`src/rtl/symbol_block_deserializer_if.sv`:
```
// Symbol-in / block-out bus of the symbol block deserializer.
// The master side produces symbols and consumes blocks. The slave side is the deserializer.
interface symbol_block_deserializer_if #(
  parameter int SYM_W      = 2,
  parameter int BLK_W      = 128,
  parameter int FIFO_DEPTH = 4
);
  localparam int LW = $clog2(FIFO_DEPTH) + 1;

  logic [SYM_W-1:0] symbol_in;
  logic             symbol_valid;
  logic             frame_start;
  logic [BLK_W-1:0] block_out;
  logic             block_valid;
  logic             block_ready;
  logic [LW-1:0]    fifo_level;
  logic             overflow;
  logic             sync_err;

  modport master (
    output symbol_in, symbol_valid, frame_start, block_ready,
    input  block_out, block_valid, fifo_level, overflow, sync_err
  );

  modport slave (
    input  symbol_in, symbol_valid, frame_start, block_ready,
    output block_out, block_valid, fifo_level, overflow, sync_err
  );
endinterface

```
`src/rtl/symbol_block_deserializer.sv`:
```
// Packs SYM_W-bit symbols into BLK_W-bit blocks and queues finished blocks
// in a first-word-fall-through FIFO of FIFO_DEPTH entries.
// A frame_start resynchronises the packer. Dropped blocks and discarded
// partial blocks are flagged with one-cycle overflow and sync_err pulses.
// Optional macro SYMBOL_DESER_DROP_CNT_EN adds a saturating drop_cnt output.
// drop_cnt counts overflow events plus sync_err events.
module symbol_block_deserializer #(
  parameter int SYM_W      = 2,
  parameter int BLK_W      = 128,
  parameter int FIFO_DEPTH = 4,
  parameter bit MSB_FIRST  = 1'b1
) (
  input  logic clk,
  input  logic reset,
  symbol_block_deserializer_if.slave bus
`ifdef SYMBOL_DESER_DROP_CNT_EN
  ,
  output logic [15:0] drop_cnt
`endif
);

  localparam int SYMS = BLK_W / SYM_W;
  localparam int CW   = (SYMS > 1) ? $clog2(SYMS) : 1;
  localparam int AW   = $clog2(FIFO_DEPTH);
  localparam logic [CW-1:0] LAST_SYM = CW'(SYMS - 1);
  localparam logic [AW:0]   FULL_LVL = (AW + 1)'(FIFO_DEPTH);

  logic [CW-1:0]    sym_cnt;
  logic [BLK_W-1:0] shift_reg;
  logic [BLK_W-1:0] sym_ins;
  logic [BLK_W-1:0] shift_next;
  logic             frame_discard;
  logic             complete;

  logic [BLK_W-1:0] mem [FIFO_DEPTH];
  logic [AW-1:0]    rd_ptr;
  logic [AW-1:0]    wr_ptr;
  logic [AW:0]      fifo_count;
  logic             fifo_full;
  logic             pop;
  logic             push;
  logic             drop;
  logic             overflow_q;
  logic             sync_err_q;

  // Position the incoming symbol and form the shifted register image.
  // A frame_start that interrupts a partial block restarts the packer with only the current symbol.
  // A completing symbol forms the block together with the earlier symbols.
  // A full FIFO accepts the block only when the head is popped in the same cycle.
  always_comb begin
    sym_ins       = '0;
    shift_next    = '0;
    frame_discard = 1'b0;
    complete      = 1'b0;
    if (MSB_FIRST) begin
      sym_ins    = BLK_W'(bus.symbol_in);
      shift_next = (shift_reg << SYM_W) | sym_ins;
    end else begin
      sym_ins    = BLK_W'(bus.symbol_in) << (BLK_W - SYM_W);
      shift_next = (shift_reg >> SYM_W) | sym_ins;
    end
    frame_discard = bus.symbol_valid && bus.frame_start && (sym_cnt != '0);
    complete      = bus.symbol_valid && !frame_discard && (sym_cnt == LAST_SYM);
  end

  assign fifo_full = (fifo_count == FULL_LVL);
  assign pop       = (fifo_count != '0) && bus.block_ready;
  assign push      = complete && (!fifo_full || pop);
  assign drop      = complete && fifo_full && !pop;

  // Symbol counter and shift register: advance on every valid symbol, restart on resync.
  always_ff @(posedge clk) begin
    if (!reset) begin
      sym_cnt   <= '0;
      shift_reg <= '0;
    end else if (bus.symbol_valid) begin
      if (frame_discard) begin
        sym_cnt   <= CW'(1);
        shift_reg <= sym_ins;
      end else if (complete) begin
        sym_cnt   <= '0;
        shift_reg <= '0;
      end else begin
        sym_cnt   <= sym_cnt + CW'(1);
        shift_reg <= shift_next;
      end
    end
  end

  // Block storage: written on accepted pushes only. Stale contents are never visible.
  always_ff @(posedge clk) begin
    if (push) mem[wr_ptr] <= shift_next;
  end

  // FIFO pointers and occupancy. A simultaneous push and pop leaves the level unchanged.
  always_ff @(posedge clk) begin
    if (!reset) begin
      rd_ptr     <= '0;
      wr_ptr     <= '0;
      fifo_count <= '0;
    end else begin
      if (push) wr_ptr <= wr_ptr + AW'(1);
      if (pop)  rd_ptr <= rd_ptr + AW'(1);
      case ({push, pop})
        2'b10:   fifo_count <= fifo_count + (AW + 1)'(1);
        2'b01:   fifo_count <= fifo_count - (AW + 1)'(1);
        default: fifo_count <= fifo_count;
      endcase
    end
  end

  // Registered one-cycle error pulses.
  always_ff @(posedge clk) begin
    if (!reset) begin
      overflow_q <= 1'b0;
      sync_err_q <= 1'b0;
    end else begin
      overflow_q <= drop;
      sync_err_q <= frame_discard;
    end
  end

`ifdef SYMBOL_DESER_DROP_CNT_EN
  // Saturating count of lost data events. Drop and resync can never occur in the same cycle.
  always_ff @(posedge clk) begin
    if (!reset) begin
      drop_cnt <= '0;
    end else if ((drop || frame_discard) && (drop_cnt != 16'hFFFF)) begin
      drop_cnt <= drop_cnt + 16'd1;
    end
  end
`endif

  assign bus.block_valid = (fifo_count != '0);
  assign bus.block_out   = (fifo_count != '0) ? mem[rd_ptr] : '0;
  assign bus.fifo_level  = fifo_count;
  assign bus.overflow    = overflow_q;
  assign bus.sync_err    = sync_err_q;

endmodule

```
`src/flat_wrapper.sv`:
```
// flat-port wrapper written by rule: the top's interface ports become plain ports
module symbol_block_deserializer_flat 
#(
  parameter int SYM_W      = 2,
  parameter int BLK_W      = 128,
  parameter int FIFO_DEPTH = 4,
  parameter bit MSB_FIRST  = 1'b1
)
  (clk, reset, bus_symbol_in, bus_symbol_valid, bus_frame_start, bus_block_ready, bus_block_out, bus_block_valid, bus_fifo_level, bus_overflow, bus_sync_err);
  symbol_block_deserializer_if #(.SYM_W(SYM_W), .BLK_W(BLK_W), .FIFO_DEPTH(FIFO_DEPTH)) bus_i ();
  input  logic clk;
  input  logic reset;
  input wire logic [$bits(bus_i.symbol_in)-1:0] bus_symbol_in;
  input wire logic [$bits(bus_i.symbol_valid)-1:0] bus_symbol_valid;
  input wire logic [$bits(bus_i.frame_start)-1:0] bus_frame_start;
  input wire logic [$bits(bus_i.block_ready)-1:0] bus_block_ready;
  output wire logic [$bits(bus_i.block_out)-1:0] bus_block_out;
  output wire logic [$bits(bus_i.block_valid)-1:0] bus_block_valid;
  output wire logic [$bits(bus_i.fifo_level)-1:0] bus_fifo_level;
  output wire logic [$bits(bus_i.overflow)-1:0] bus_overflow;
  output wire logic [$bits(bus_i.sync_err)-1:0] bus_sync_err;
  assign bus_i.symbol_in = bus_symbol_in;
  assign bus_i.symbol_valid = bus_symbol_valid;
  assign bus_i.frame_start = bus_frame_start;
  assign bus_i.block_ready = bus_block_ready;
  assign bus_block_out = bus_i.block_out;
  assign bus_block_valid = bus_i.block_valid;
  assign bus_fifo_level = bus_i.fifo_level;
  assign bus_overflow = bus_i.overflow;
  assign bus_sync_err = bus_i.sync_err;
  symbol_block_deserializer #(.SYM_W(SYM_W), .BLK_W(BLK_W), .FIFO_DEPTH(FIFO_DEPTH), .MSB_FIRST(MSB_FIRST)) u_core (.clk(clk), .reset(reset), .bus(bus_i));
endmodule
```
`config.mk`:
```
export PLATFORM = sky130hd
export DESIGN_NAME = symbol_block_deserializer_flat
export DESIGN_NICKNAME = d
export VERILOG_FILES = /design/src/rtl/symbol_block_deserializer_if.sv /design/src/rtl/symbol_block_deserializer.sv /design/src/flat_wrapper.sv
export SDC_FILE = /design/constraint.sdc
export NUM_CORES = 1
export LEC_CHECK = 0
export ABC_AREA = 1
export CORE_MARGIN = 8
export CORE_UTILIZATION = 50
export DETAILED_ROUTE_END_ITERATION = 7
export PLACE_DENSITY = 0.71
export SLEW_MARGIN = 20
export SYNTH_ARGS = -nofsm -noshare
export SYNTH_HDL_FRONTEND = slang
export SYNTH_SLANG_ARGS = --single-unit
export TNS_END_PERCENT = 30
```
`constraint.sdc`:
```
create_clock -name clk -period 7.4 [get_ports clk]
set_input_delay 0.74 -clock clk [delete_from_list [all_inputs] [get_ports clk]]
set_output_delay 0.74 -clock clk [all_outputs]
set_load 0.02 [all_outputs]
```
==> metrics.md, run 1 <==
| Metric | Value |
|---|---|
| YS warnings | `0` |
| Total power | `between 7 and 8 mW` |
| Nets | `2267` |
| Clock sink count | `~660` |
| Cell variety after synth | `29` |
| Hold Slack | `466 ps` |
| End point of the critical path | `bus_block_out[51]` |
| Largest net degree at the start of global routing | `between 100 and 150` |
| Routed vias | `16137` |
| Number of flip-flops in the largest register | `512` |
| VDD IR max | `around 0.17 mV` |
| H-tree Lvls | `2` |
| FF-to-FF End | `u_core.mem[2][11]` |
| Metal2 WL | `27800 um` |
| Unrepaired setup endpoints after global routing | `no` |
| Port Buffers | `140` |
| DRC Markers | `0` |
| Worst slew margin | `0.268` |
| Metal1 wirelength | `between 20000 and 25000 um` |
| Num CTS Buffers | `60` |
| Initial Util | `0.502` |
| Cell taking the most area after synthesis | `edfxtp_1` |
| Die W | `239 um` |
| Number of global-route vias before repair | `between 15000 and 20000` |
| Tmin final | `4850 ps` |
| Post-synth top area share | `0.617` |
| #FFs+latches synth | `about 660` |
| Final setup violation count | `0` |
| Sequential area share after synthesis | `0.732` |
| Worst reg2reg path startpoint | `u_core.sym_cnt[1]` |
| Drt pass-1 iters | `7` |
| Rows | `a little over 80` |
| DRT iter0 DRCs | `around 1400` |
| Hpwl dp | `approximately 29000 um` |
| DR WL/cell | `around 19 um` |
| Final Hold Viols | `0` |
| Min-delay worst type | `register to register` |
| Fill cells | `between 3000 and 4000` |
| Initial antenna violation count | `1` |
| Top cells by area, synth | `edfxtp_1 (62%), dfxtp_1 (11%), nor2_1 (8.1%), o21ai_0 (5.1%), a21oi_1 (5.0%)` |
| Post-CTS setup repair buffer count | `0` |
| Syn nets | `between 2000 and 2500` |
| Power per Cell Area | `about 250 mW/mm^2` |
| DR WL met3 | `roughly 3300 um` |
| Critical path arrival | `~4100 ps` |
| WS Path Type | `register to output port` |
| Setup crit start kind | `register` |
| Max layer used | `met4` |
| Outcome | `completed` |
| GRT Total Usage | `0.194` |
| Layout cells sized above 1 | `0.0655` |
| Post-synth EDFFs | `512` |
| Worst Tran Pin Value | `about 1100 ps` |
| CTS max path bufs | `3` |
| Total negative setup slack | `0 ps` |
| Hold_buf cts | `0` |
| First-pass GRT wire length | `about 90000 um` |
| Final period util | `0.655` |
| IO Count | `between 100 and 150` |
| Max FO, Critical Path | `between 90 and 100` |
| WL final | `about 57000 um` |
| Final Slew Violations | `0` |
| DRT antenna net count | `0` |
| Die area | `about 0.057 sq mm` |
| Mean post-synth cell area | `around 11 sq um` |
| Max Clk Rate | `just over 200 MHz` |
| Mapped cell area | `roughly 0.025 sq mm` |
| Cells on worst reg2reg path | `6` |
| Root Buffer | `clkbuf_16` |
| Ys flop type | `edfxtp_1` |
| Final GP Congestion | `between 0.7 and 0.8` |
| Worst-case clock skew | `11.9 ps` |
| Core area | `between 0.04 and 0.05 sq mm` |
| Max Cap Viol | `0` |
| Worst path required time | `6660 ps` |
| Endpoint class of the critical path | `output port` |
| Total grt overflow | `0` |
| Leak pwr | `between 9 and 10 nW` |
| Via density | `between 5 and 6` |
| Clock tree from TritonCTS | `done` |
| Fraction of registers with async set/reset | `0` |
| Reg clk slew, reported paths | `60 ps` |
| Insertion delay to the later sink of the worst-skew pair | `610 ps` |
| Area Growth Syn to Fin | `15.7%` |
| CTS resizes | `0` |
| Floorplan die height | `roughly 240 um` |
| Post-Syn Instances | `between 2000 and 2500` |
| R2r setup slk | `4160 ps` |
through the flow:
stage	instance area [sq um]	utilization	instances	worst slack, ps
floorplan	24900	-	2175	156
global placement	26700	0.539	2862	3210
detailed placement	26700	0.539	2862	3210
CTS	28800	0.581	2976	2530
global route	28800	0.581	2976	2320
finish	28800	0.581	2977	2550
layout by cell type (no fill, tap or decap), types with 7 or more instances in the layout:
cell and instances:
bufinv_16 10, nand2_2 9, nand2_1 257, buf_4 13, inv_1 19, a21oi_2 15
edfxtp_1 512, nor2_1 532, clkbuf_8 7, clkinv_2 13, a21oi_1 248, o21ai_1 7
ha_1 7, clkbuf_1 11, clkbuf_16 61, o21ai_0 256, clkdlybuf4s50_1 140, clkinv_1 9
dfxtp_1 141
worst max-delay path: stages (launching register included):
cell and delay (ps):
dfxtp_4 610, inv_6 580, buf_4 740, o21ai_0 270, a21oi_1 420, clkdlybuf4s50_1 690
worst min-delay path by stage:
stage,startpoint,end,cells past startpoint
after global routing,u_core.rd_ptr[1],register,2
final,u_core.rd_ptr[1],register,2
after CTS,u_core.rd_ptr[1],register,2
after floorplan,u_core.rd_ptr[1],register,2
after global placement,u_core.rd_ptr[1],register,2
after detailed placement,u_core.rd_ptr[1],register,2
routing by layer:
| layer | vias up | global-route usage |
|---|---|---|
| li1 | 7672 | - |
| met1 | 7928 | 0.251 |
| met2 | 457 | 0.332 |
| met3 | 80 | 0.0301 |
| met4 | 0 | 0.0633 |
| met5 | - | 0 |
final cells by class:
cell class              count  area (sq um)  share of cell area
flip-flops and latches    655         18200               0.633
multi-input cells        1353          5990               0.208
clock buffers              79          1660              0.0577
repair buffers            156          1560              0.0541
well taps                 672           841              0.0292
clock inverters            35           425              0.0148
inverters                  26           118             0.00408
diodes                      1          2.50           0.0000868
report_power, final:
part | internal [mW] | leakage [nW] | switching (mW)
sequential | 3.91 | 5.40 | 0.00391
clock | 1.93 | 1.03 | 1.31
combinational | 0.0108 | 2.80 | 0.0569
cell usage after synthesis, types with 2 or more instances:
master    instances
edfxtp_1        512
a21oi_1         248
a21oi_2          15
nand3_2           2
clkbuf_1         76
nand2_2           9
nor2_1          536
o21ai_0         256
buf_8             2
buf_2            49
o21ai_1           7
inv_2             4
buf_1            10
nor3_1            2
o21a_1            2
ha_1              7
nand2_1         257
nand3_1           4
inv_1            22
dfxtp_1         143
buf_6             3
mux2i_1           2
cells by family (layout without fill, tap and decap cells):
kind of cell	count (synthesis)	after routing	share of synthesized area
buf+inv	167	296	0.0296
other cells	0	1	0
flops	655	655	0.732
mux	2	2	0.000803
fa+ha+maj	8	8	0.00432
compound gates	529	529	0.109
simple gates	813	813	0.125
xor+xnor	1	1	0.000351
Note: power is estimated with default switching activity, not from simulation.
==> run 2: changes to the inputs <==
==> constraint.sdc (replaced) <==
create_clock -name clk -period 4.3 [get_ports clk]
set_input_delay 0.43 -clock clk [delete_from_list [all_inputs] [get_ports clk]]
set_output_delay 0.43 -clock clk [all_outputs]
set_load 0.02 [all_outputs]
==> metrics.md, run 2 (synthesis results as in run 1) <==
| Metric | Value |
|---|---|
| Final setup violation count | `0` |
| CTS max path bufs | `3` |
| Total grt overflow | `0` |
| Clock sink count | `~660` |
| Port Buffers | `140` |
| Top Usage Layer GRT | `met2` |
| Routed vias | `about 16000` |
| Worst-case clock skew | `roughly 13 ps` |
| Floorplan die height | `239 um` |
| VDD IR max | `about 0.29 mV` |
| Worst slew margin | `0.268` |
| Outcome | `completed` |
| WS Path Type | `register to output port` |
| Setup crit start kind | `register` |
| Final Hold Viols | `0` |
| Tmin final | `3710 ps` |
| DRT antenna net count | `0` |
| Insertion delay to the later sink of the worst-skew pair | `~610 ps` |
| Hpwl dp | `28700 um` |
| Post-CTS setup repair buffer count | `0` |
| Core area | `slightly below 0.05 sq mm` |
| Commonest cells after routing, fill and taps aside | `nor2_1 (532), edfxtp_1 (512), nand2_1 (257)` |
| Unrepaired setup endpoints after global routing | `no` |
| Num CTS Buffers | `60` |
| M1 GR Usage | `0.259` |
| Reg clk slew, reported paths | `roughly 60 ps` |
| Max FO, Critical Path | `between 100 and 150` |
| Max Cap Viol | `0` |
| Total power | `between 10 and 15 mW` |
| Power per Cell Area | `between 400 and 500 mW/mm^2` |
| Grt met2 use | `0.318` |
| Number of flip-flops in the largest register | `512` |
| Number of global-route vias before repair | `around 16000` |
| Min-delay worst type | `register to register` |
| GRT Total Usage | `0.193` |
| Final period util | `0.863` |
| Hold_buf cts | `0` |
| Total negative setup slack | `0 ps` |
| Final Slew Violations | `0` |
| Root Buffer | `clkbuf_16` |
| Largest net degree at the start of global routing | `approximately 150` |
| DRT iter0 DRCs | `1363` |
| Drt pass-1 iters | `5` |
| Clock tree from TritonCTS | `done` |
| Most common cell after layout, fill and taps aside | `nor2_1` |
| Die W | `239 um` |
| Endpoint class of the critical path | `output port` |
| Worst Tran Pin Value | `around 1100 ps` |
| CTS resizes | `0` |
| GR Layer Usage met3 | `0.0312` |
| Nets | `2280` |
| Worst path required time | `3870 ps` |
| Layout cells sized above 1 | `0.0687` |
| Area Growth Syn to Fin | `16.7%` |
| First-pass GRT wire length | `a little under 90000 um` |
| Rows | `a little over 80` |
| Leak pwr | `a little over 9 nW` |
| WL final | `56200 um` |
| Critical path arrival | `~3300 ps` |
| H-tree Lvls | `2` |
| DRC Markers | `0` |
| Final GP Congestion | `around 0.76` |
| Die area | `0.0573 sq mm` |
| Max Clk Rate | `between 200 and 300 MHz` |
| DR WL/cell | `around 19 um` |
| Initial Util | `0.502` |
| Via density | `about 5.4` |
| Initial antenna violation count | `1` |
| IO Count | `141` |
-- run 2: cell count changes in the layout (fill, tap and decap cells not counted) --
| cell | change |
|---|---|
| bufinv_16 | -3 |
| inv_4 | +1 |
| clkinv_1 | -4 |
| buf_4 | -5 |
| clkbuf_8 | +3 |
| clkbuf_1 | +5 |
| inv_6 | -1 |
| clkinv_2 | -5 |
| buf_12 | +18 |
-- run 2: final timing paths --
kind,startpoint,endpoint,slack [ps],depth (start not counted)
worst max-delay path,register,bus_block_out[73],590,6
worst min-delay path,u_core.rd_ptr[1],register,470,2
worst max register to register,u_core.bus.fifo_level[0],u_core.bus.fifo_level[1],1510,10
worst min register to register,u_core.rd_ptr[1],register,470,2
-- run 2: critical path, stage by stage (launching register included) --
cell and delay (ps):
dfxtp_4 670, buf_12 480, nor2_1 110, nor2_1 120
o21ai_0 110, a21oi_1 290, clkdlybuf4s50_1 670
-- run 2: power by group --
part | switching [mW] | leakage (nW) | internal (mW)
Combinational | 0.0985 | 2.96 | 0.0251
Clock | 2.22 | 0.994 | 3.19
Sequential | 0.00620 | 5.36 | 6.73
-- run 2: metrics by stage --
stage	cells	util	hold WS [ps]	setup WS, ps	area (sq um)
after detailed placement	2875	0.545	453	1140	27100
after floorplan	2175	-	436	-571	24900
final	2986	0.586	468	588	29100
after CTS	2985	0.586	465	535	29100
after global routing	2985	0.586	501	331	29100
after global placement	2875	0.545	440	1240	27100
-- run 2: metal layers --
metal	up-vias	share of wire	routed length, um
li1	7695	-	-
met1	7833	0.44	24500
met2	490	0.47	26700
met3	90	0.063	3550
met4	0	0.026	1470
met5	-	0	0
-- run 2: final cells by class --
class / instances / area, sq um
clock inverter: 23 / 295
fill: 3961 / 20600
multi-input combinational: 1353 / 5990
sequential: 655 / 18200
antenna: 1 / 2.50
tap: 672 / 841
clock buffer: 87 / 1720
timing repair buffer: 169 / 1880
inverter: 26 / 115
==> run 3: changes to the inputs <==
--- a/config.mk
+++ b/config.mk
@@ -7,9 +7,9 @@
 export LEC_CHECK = 0
 export ABC_AREA = 1
 export CORE_MARGIN = 8
-export CORE_UTILIZATION = 50
+export CORE_UTILIZATION = 31
 export DETAILED_ROUTE_END_ITERATION = 7
-export PLACE_DENSITY = 0.71
+export MAX_ROUTING_LAYER = met4
 export SLEW_MARGIN = 20
 export SYNTH_ARGS = -nofsm -noshare
 export SYNTH_HDL_FRONTEND = slang
==> metrics.md, run 3 (synthesis results as in run 1) <==
| Metric | Value |
|---|---|
| Rows | `between 100 and 150` |
| Largest net degree at the start of global routing | `~110` |
| Tmin final | `3770 ps` |
| Final Core Density | `0.372` |
| N_diodes | `0` |
| Initial Util | `0.312` |
| Area Growth Syn to Fin | `19.4%` |
| Die area | `between 0.08 and 0.09 sq mm` |
| Nets | `2292` |
| DRT antenna net count | `0` |
| Max Cap Viol | `0` |
| Drt pass-1 iters | `5` |
| Worst path slowest cell | `clkdlybuf4s50_1` |
| Cell family with most CP delay | `buffers and inverters` |
| WS Path Type | `register to output port` |
| Setup crit start kind | `register` |
| DR WL/cell | `~18 um` |
| Hold Path Depth | `2` |
| CTS resizes | `0` |
| Number of global-route vias before repair | `approximately 16000` |
| Worst setup margin | `approximately 530 ps` |
| Fill cells | `between 7000 and 8000` |
| CP dominant cell by count | `nor2_1` |
| Endpoint class of the critical path | `output port` |
| DRC Markers | `0` |
| R2r setup slk | `approximately 1600 ps` |
| Final Hold Viols | `0` |
| Hold_buf cts | `0` |
| Slowest stage delay, CP | `roughly 740 ps` |
| Total grt overflow | `0` |
| Reg clk slew, reported paths | `~60 ps` |
| Crit path depth | `6` |
| Layout cells sized above 1 | `0.0767` |
| DRT iter0 DRCs | `roughly 1200` |
| Initial antenna violation count | `1` |
| Worst-case clock skew | `19.4 ps` |
| Place WS | `around 1100 ps` |
| Worst slew margin | `0.394` |
| Commonest cells after routing, fill and taps aside | `nor2_1 (532), edfxtp_1 (512), nand2_1 (257)` |
| Worst-path cell chain | `buf_4 > nor2_1 > nor2_1 > o21ai_0 > a21oi_1 > clkdlybuf4s50_1` |
| Cells on worst reg2reg path | `11` |
| Outcome | `completed` |
| Power per Cell Area | `432 mW/mm^2` |
| CTS max path bufs | `3` |
| Min-delay worst type | `register to register` |
| Final period util | `0.877` |
| Max FO, Critical Path | `42` |
| First-pass GRT wire length | `approximately 96000 um` |
| WL final | `approximately 60000 um` |
| H-tree Lvls | `3` |
| WP buf/inv | `2` |
| Most common cell after layout, fill and taps aside | `nor2_1` |
| Port Buffers | `between 100 and 150` |
| Root Buffer | `clkbuf_16` |
| Worst Tran Pin Value | `slightly above 900 ps` |
| Unrepaired setup endpoints after global routing | `no` |
| Number of flip-flops in the largest register | `512` |
| Clock sink count | `roughly 660` |
| Final Slew Violations | `0` |
| GRT Total Usage | `0.139` |
| Leak pwr | `9.44 nW` |
| Die W | `between 200 and 300 um` |
| Post-CTS setup repair buffer count | `0` |
| FF-to-FF End | `u_core.bus.fifo_level[2]` |
| IO Count | `about 140` |
| Clock tree from TritonCTS | `done` |
| Core area | `~0.08 sq mm` |
| Max Clk Rate | `roughly 270 MHz` |
| Num CTS Buffers | `70` |
| Insertion delay to the later sink of the worst-skew pair | `roughly 600 ps` |
| Worst hold start | `u_core.rd_ptr[1]` |
| Routed vias | `about 16000` |
| Hpwl dp | `33500 um` |
| Floorplan die height | `300 um` |
| Final setup violation count | `0` |
| VDD IR max | `approximately 0.26 mV` |
| Worst reg2reg path startpoint | `u_core.bus.fifo_level[1]` |
| Via density | `roughly 4.8` |
| Final GP Congestion | `between 0.7 and 0.8` |
| Worst path required time | `roughly 3900 ps` |
| Critical path arrival | `between 3000 and 4000 ps` |
## run 3: cell types whose count changed in the layout (fill, tap and decap cells not counted), moves of 4 or more
cell | previous run | this run
clkbuf_16 | 61 | 72
buf_12 | 21 | 12
inv_6 | 3 | 9
buf_4 | 8 | 19
clkinv_2 | 8 | 12
## run 3: where the power goes
part,internal (mW),total (mW),switching [mW]
combinational,0.0252,0.125,0.0994
clock,3.57,5.98,2.41
sequential,6.74,6.74,0.00680
## run 3: worst reg2reg max path, stage by stage (launching register included)
cell and delay [ps]:
dfxtp_1 390, nor2_1 80, nand2_1 120, inv_4 220
nor2_1 540, ha_1 250, inv_1 70, fa_1 390
a21oi_1 150, o21ai_0 120, o21ai_0 180, a21oi_1 50
## run 3: worst max path at each step
stage                     slack, ps                end
after global placement         1140  bus_block_out[80]
after floorplan                -570   u_core.mem[0][0]
after global routing            320  bus_block_out[59]
final                           530  bus_block_out[17]
after detailed placement       1120  bus_block_out[80]
after CTS                       450  bus_block_out[80]
## run 3: stage by stage
step / total power, mW / cell area [sq um] / hold slack (ps) / instances / setup TNS [ps]
CTS: 13.0 / 29800 / 469 / 3394 / 0
global placement: 7.00 / 27500 / 444 / 3265 / 0
global route: 13.2 / 29800 / 481 / 3394 / 0
floorplan: 6.96 / 24900 / 436 / 2175 / -292600
detailed placement: 7.01 / 27500 / 457 / 3265 / 0
finish: 12.9 / 29800 / 469 / 3394 / 0
## run 3: cell type report
type                       instances  area, sq um  share of cell area
clock buffer                     100         2010              0.0674
inverter                          26          118             0.00395
timing repair buffer             171         1780              0.0600
tap                             1060         1330              0.0446
sequential                       655        18200               0.613
multi-input combinational       1353         5990               0.201
clock inverter                    29          295             0.00992
## run 3: per-layer routing
| metal | up-vias | wire length (um) | GRT usage |
|---|---|---|---|
| met5 | - | 0 | - |
| li1 | 7734 | - | - |
| met2 | 350 | 29900 | 0.231 |
| met3 | 89 | 2820 | 0.0206 |
| met1 | 7991 | 27700 | 0.175 |
| met4 | 0 | 1430 | 0.0444 |
